===== src/rtl/blake2_pkg.sv =====
// Shared constants for the BLAKE2 G datapath: word widths, rotation amounts
// for the b (64-bit) and s (32-bit) variants, and the iterative controller states.
`timescale 1ns/1ps
package blake2_pkg;

    localparam int W_B  = 64;
    localparam int W_S  = 32;

    localparam int R1_B = 32;
    localparam int R2_B = 24;
    localparam int R3_B = 16;
    localparam int R4_B = 63;

    localparam int R1_S = 16;
    localparam int R2_S = 12;
    localparam int R3_S = 8;
    localparam int R4_S = 7;

    typedef enum logic [1:0] {
        IDLE = 2'd0,
        HALF = 2'd1,
        DONE = 2'd2
    } g_state_t;

endpackage


===== src/rtl/blake2_g_half.sv =====
// Combinational BLAKE2 half-step: a+=b+m, d=(d^a)>>>RA, c+=d, b=(b^c)>>>RB.
`timescale 1ns/1ps
module blake2_g_half #(
    parameter int W  = 64,
    parameter int RA = 32,
    parameter int RB = 24
) (
    input  logic [W-1:0] a,
    input  logic [W-1:0] b,
    input  logic [W-1:0] c,
    input  logic [W-1:0] d,
    input  logic [W-1:0] m,
    output logic [W-1:0] a_n,
    output logic [W-1:0] b_n,
    output logic [W-1:0] c_n,
    output logic [W-1:0] d_n
);

    function automatic logic [W-1:0] rotr(input logic [W-1:0] v, input int r);
        return (v >> r) | (v << (W - r));
    endfunction

    always_comb begin
        a_n = a + b + m;
        d_n = rotr(d ^ a_n, RA);
        c_n = c + d_n;
        b_n = rotr(b ^ c_n, RB);
    end

endmodule


===== src/rtl/blake2_g_seq.sv =====
// Registered, handshaked BLAKE2 G function (W=64 BLAKE2b, W=32 BLAKE2s).
// Iterative 3-state controller by default; define BLAKE2_G_PIPE_EN for a 2-stage pipeline.
`timescale 1ns/1ps
module blake2_g_seq
    import blake2_pkg::*;
#(
    parameter int W  = W_B,
    parameter int R1 = (W == W_S) ? R1_S : R1_B,
    parameter int R2 = (W == W_S) ? R2_S : R2_B,
    parameter int R3 = (W == W_S) ? R3_S : R3_B,
    parameter int R4 = (W == W_S) ? R4_S : R4_B
) (
    input  logic         clk,
    input  logic         rst,
    input  logic         valid_i,
    output logic         ready_o,
    input  logic [W-1:0] a_i,
    input  logic [W-1:0] b_i,
    input  logic [W-1:0] c_i,
    input  logic [W-1:0] d_i,
    input  logic [W-1:0] x_i,
    input  logic [W-1:0] y_i,
    output logic         valid_o,
    input  logic         ready_i,
    output logic [W-1:0] a_o,
    output logic [W-1:0] b_o,
    output logic [W-1:0] c_o,
    output logic [W-1:0] d_o
);

    if (!(W == W_B || W == W_S)) begin : g_bad_w
        $error("blake2_g_seq: W must be 32 or 64");
    end
    if (R1 < 1 || R1 > W-1 || R2 < 1 || R2 > W-1 ||
        R3 < 1 || R3 > W-1 || R4 < 1 || R4 > W-1) begin : g_bad_r
        $error("blake2_g_seq: rotation amounts must lie in 1..W-1");
    end

    logic [W-1:0] a1, b1, c1, d1, y_r;
    logic [W-1:0] h1_a, h1_b, h1_c, h1_d;
    logic [W-1:0] h2_a, h2_b, h2_c, h2_d;
    logic         load_1, load_2;

    blake2_g_half #(.W(W), .RA(R1), .RB(R2)) u_half_1 (
        .a(a_i), .b(b_i), .c(c_i), .d(d_i), .m(x_i),
        .a_n(h1_a), .b_n(h1_b), .c_n(h1_c), .d_n(h1_d)
    );

    blake2_g_half #(.W(W), .RA(R3), .RB(R4)) u_half_2 (
        .a(a1), .b(b1), .c(c1), .d(d1), .m(y_r),
        .a_n(h2_a), .b_n(h2_b), .c_n(h2_c), .d_n(h2_d)
    );

`ifdef BLAKE2_G_PIPE_EN
    logic v1, v2, ld1, ld2;

    // stage 2 drains into the consumer; stage 1 may refill whenever stage 2 moves
    assign ld2     = !v2 || ready_i;
    assign ld1     = !v1 || ld2;
    assign ready_o = ld1;
    assign valid_o = v2;
    assign load_1  = ld1 && valid_i;
    assign load_2  = ld2 && v1;

    always_ff @(posedge clk or posedge rst) begin
        if (rst) begin
            v1 <= 1'b0;
            v2 <= 1'b0;
        end else begin
            if (ld1) v1 <= valid_i;
            if (ld2) v2 <= v1;
        end
    end
`else
    // state | meaning
    // IDLE  | ready for input; first half-step captured on accept
    // HALF  | second half-step being written to the output registers
    // DONE  | result presented, held until consumed
    g_state_t state, state_nx;

    always_ff @(posedge clk or posedge rst) begin
        if (rst) state <= IDLE;
        else     state <= state_nx;
    end

    always_comb begin
        state_nx = state;
        ready_o  = 1'b0;
        valid_o  = 1'b0;
        load_1   = 1'b0;
        load_2   = 1'b0;
        case (state)
            IDLE: begin
                ready_o = 1'b1;
                if (valid_i) begin
                    load_1   = 1'b1;
                    state_nx = HALF;
                end
            end
            HALF: begin
                load_2   = 1'b1;
                state_nx = DONE;
            end
            DONE: begin
                valid_o = 1'b1;
                if (ready_i) state_nx = IDLE;
            end
            default: state_nx = IDLE;
        endcase
    end
`endif

    always_ff @(posedge clk or posedge rst) begin
        if (rst) begin
            a1  <= '0;
            b1  <= '0;
            c1  <= '0;
            d1  <= '0;
            y_r <= '0;
            a_o <= '0;
            b_o <= '0;
            c_o <= '0;
            d_o <= '0;
        end else begin
            if (load_1) begin
                a1  <= h1_a;
                b1  <= h1_b;
                c1  <= h1_c;
                d1  <= h1_d;
                y_r <= y_i;
            end
            if (load_2) begin
                a_o <= h2_a;
                b_o <= h2_b;
                c_o <= h2_c;
                d_o <= h2_d;
            end
        end
    end

endmodule


===== config.mk =====
export PLATFORM = sky130hd
export DESIGN_NAME = blake2_g_seq
export DESIGN_NICKNAME = d
export VERILOG_FILES = /design/src/rtl/blake2_pkg.sv /design/src/rtl/blake2_g_half.sv /design/src/rtl/blake2_g_seq.sv
export SDC_FILE = /design/constraint.sdc
export NUM_CORES = 2
export LEC_CHECK = 0
export CORE_UTILIZATION = 50
export CTS_CLUSTER_SIZE = 8
export DETAILED_ROUTE_END_ITERATION = 6
export PLACE_DENSITY = 0.78
export REMOVE_ABC_BUFFERS = 1
export SLEW_MARGIN = 20
export SYNTH_ARGS = -nofsm -noshare
export SYNTH_HDL_FRONTEND = slang
export SYNTH_SLANG_ARGS = --single-unit
export TNS_END_PERCENT = 50

===== constraint.sdc =====
create_clock -name clk -period 19.31 [get_ports clk]
set_input_delay 3.862 -clock clk [delete_from_list [all_inputs] [get_ports clk]]
set_output_delay 3.862 -clock clk [all_outputs]
set_load 0.005 [all_outputs]

==> out/metrics.cfg <==
[run_status]
outcome = finished with violations
violations = DRC

[clocking]
cts_tree = built
insertion_delay_ps = 660
cts_hold_buf = 0
cts_resized = 0
cts_max_level = 3
clock_sinks = 578
root_buffer = clkbuf_16
cts_max_path_buffers = 3
numCtsBuffers = 82
clk_pin_slew_ps = 50
cts_setup_buffers = 0

[grt]
grt_max_degree = 116
grt_first_pass_wirelength_microns = 257400
gr-usage-all-layers_pct = 44.23
grt_pass1_vias = 36430
antenna_found_initial = 18
overflow = 0

[timing]
setup_tns_ps = 0
maxSlewViolCount = 0
setup_violations = 0
fmax_ghz = 0.08791
fin_hold_ws_ps = 471.1
fin_crit_sh_pct = 58.91
finClkSkew_ps = 50.12
period_needed_ps = 11380
setup_ws_ps = 7935
worst_pin_slew_ps = 1410
slew_headroom_pct = 6.017
hold_viol_final = 0
rsz0062_at_grt = no

[drt]
viasPerCell = 6.147
wl_microns = 183300
dr.pass1.iters = 7
routed-wl-met2_microns = 78480
dr_wl_met3_microns = 20150
drt_iter0_drc = 4276
postRouteAntennaNets = 0
via_count = 37830
wl_met1_microns = 72150
remaining_drc_errors = 1
avgRoutedWirePerCell_microns = 29.79
routed.top_layer = met5

[synth]
synthArstFlopShare_pct = 100.0
synth.avg_cell_area_sq_um = 8.880
synth_seq_cells = 578
synthAdderAreaFrac_pct = 14.22
synth-seq-area-share_pct = 35.82
synth_cells = 4547
ys_types = 90
ys_warn_count = 0
synth_compound_area_share_pct = 17.23
synthMuxAreaShare_pct = 1.568
synth_flop_cell = dfrtp_1
synth_edf_count = 0
synth_top_family_by_area = compound AO/OA/AOI/OAI gates
netlist_area_sq_um = 40380
synth_xor_area_share_pct = 11.81
synth-simple-area-share_pct = 16.39

[run]
drv_cap = 0

[worst_setup_path]
cp_max_fo = 7
reg2reg_slack_ps = 9750
path_class = input port to register
r2r-start = b1[18]$_DFFE_PP0P_
cp.arrival_ps = 11850
start_kind = input port
rr_endpoint = b_o[63]$_DFFE_PP0N_
reg2regPathDepth = 24
worst_setup_path_end_kind = register
critPathRequiredTime_ps = 19780

[floorplanning]
coreArea_sq_um = 79390
die_area_sq_um = 81890
fp.dieH_microns = 286.2
die_w_microns = 286.2
num_rows = 103
start_util_pct = 50.86
pin_count = 646

[finish]
final_nets = 5856
drive_above_1_share_pct = 4.336
n_fill_cell = 6880
synthToLayoutAreaGrowth_pct = 23.49

[worst_hold_path]
hold_start = c_o[35]$_DFFE_PP0N_
hold_end = c_o[35]$_DFFE_PP0N_
whs_path_depth = 2
holdCritPathClass = register to register

[placement]
gp_congestion = 1.091
hpwl_microns = 152600
portBuffers = 645
place_worst_setup_slack_ps = 7520

synth_stat cells (all sizes together), types with 10 or more instances:
| master | instances | area, sq um |
|---|---|---|
| and2 | 23 | 143.9 |
| dfrtp | 578 | 14460 |
| nand2b | 27 | 168.9 |
| buf | 24 | 110.1 |
| a31oi | 30 | 200.2 |
| o21a | 32 | 240.2 |
| xnor3 | 22 | 495.5 |
| nor3 | 39 | 195.2 |
| xor2 | 312 | 2733 |
| a221o | 10 | 100.1 |
| xnor2 | 173 | 1515 |
| fa | 130 | 2603 |
| a21oi | 283 | 1424 |
| ha | 251 | 3141 |
| clkbuf | 191 | 716.9 |
| and3 | 24 | 150.1 |
| o21ai | 407 | 2052 |
| inv | 98 | 367.9 |
| mux2 | 55 | 623.1 |
| a21boi | 13 | 97.59 |
| o31ai | 19 | 147.6 |
| nand4 | 64 | 400.4 |
| nand2 | 1165 | 4373 |
| a41oi | 14 | 130.1 |
| nor2 | 148 | 555.5 |
| a21o | 126 | 947.2 |
| o211ai | 16 | 120.1 |
| nor2b | 26 | 162.7 |
| nand3 | 50 | 250.2 |
| o21bai | 55 | 412.9 |
| a211oi | 31 | 242.7 |
sequential cells by signal, summed over array words and instances, names as in the netlist, 64 cells and up:
name	flops
a1	64
a_o	64
b1	64
b_o	64
c1	64
c_o	64
d1	64
d_o	64
y_r	64
cell usage in the layout, fill, tap and decap left out, drive strengths merged, types with 8 or more instances in the layout:
| cell type | n |
|---|---|
| a211oi | 31 |
| a21boi | 13 |
| a21o | 126 |
| a21oi | 283 |
| a221o | 10 |
| a31oi | 30 |
| a41oi | 14 |
| and2 | 23 |
| and3 | 24 |
| and4 | 9 |
| buf | 26 |
| clkbuf | 87 |
| clkdlybuf4s50 | 645 |
| dfrtp | 578 |
| diode | 8 |
| fa | 130 |
| ha | 251 |
| inv | 99 |
| mux2 | 55 |
| nand2 | 1165 |
| nand2b | 27 |
| nand3 | 50 |
| nand4 | 64 |
| nor2 | 148 |
| nor2b | 26 |
| nor3 | 39 |
| o211ai | 16 |
| o21a | 32 |
| o21ai | 407 |
| o21bai | 55 |
| o31ai | 19 |
| xnor2 | 173 |
| xnor3 | 22 |
| xor2 | 312 |
routing by layer:
metal,up-vias,track usage (%)
met3,445,10.52
met1,18520,59.36
met4,14,26.12
met2,2245,65.15
met5,-,0
li1,16610,-
worst max-delay path by stage:
stage                       start                 end  slack [ps]  cells past startpoint
after global placement    b_i[14]  b1[59]$_DFFE_PP0P_        7370                     23
after CTS                  b_i[1]  b1[32]$_DFFE_PP0P_        8140                     29
final                      b_i[4]  b1[35]$_DFFE_PP0P_        7930                     24
after detailed placement   b_i[1]  b1[32]$_DFFE_PP0P_        7520                     29
after global routing       b_i[4]  b1[26]$_DFFE_PP0P_        7660                     27
after floorplan               rst   a1[0]$_DFFE_PP0P_        -720                      1
per-stage QoR:
stage,instance area (sq um),utilization [%],cells
finish,49860,62.81,6155
global route,49860,62.81,6154
CTS,49780,62.71,6146
detailed placement,47540,59.89,6052
global placement,47540,59.89,6052
floorplan,39550,-,4332
critical path, stage by stage:
cell and delay, ps:
clkdlybuf4s50_1 570, fa_1 450, ha_1 370, o21ai_0 140
o21ai_0 390, nand4_1 260, a21o_1 250, a211o_1 320
a2111oi_4 410, o31ai_1 220, xnor2_1 410, xor2_1 270
ha_1 380, a21oi_1 330, o221ai_1 240, a211oi_1 330
o21ai_0 210, o311ai_1 590, a211oi_1 230, o31ai_1 770
o21ai_0 270, xnor2_1 300, xor2_1 170, o21ai_0 80
layout make-up:
cell class	instances	area, sq um	share of cell area [%]
diodes	8	20.02	0.04015
clock buffers	87	2081	4.173
clock inverters	7	161.4	0.3237
inverters	98	380.4	0.7628
multi-input cells	3656	24770	49.68
flip-flops and latches	578	14460	29.01
well taps	1050	1314	2.635
repair buffers	671	6671	13.38
cell families (layout without fill, tap and decap cells):
kind of cell | after synthesis | count (layout)
XOR/XNOR | 508 | 508
buffers and inverters | 313 | 863
adder cells (fa/ha/maj) | 381 | 381
multiplexers | 56 | 56
other | 0 | 8
flip-flops | 578 | 578
AO/OA/AOI/OAI | 1116 | 1116
AND/OR/NAND/NOR | 1595 | 1595
Power is not shown: default switching activity piles up to over one toggle a cycle in this logic, so the estimate is an artifact.
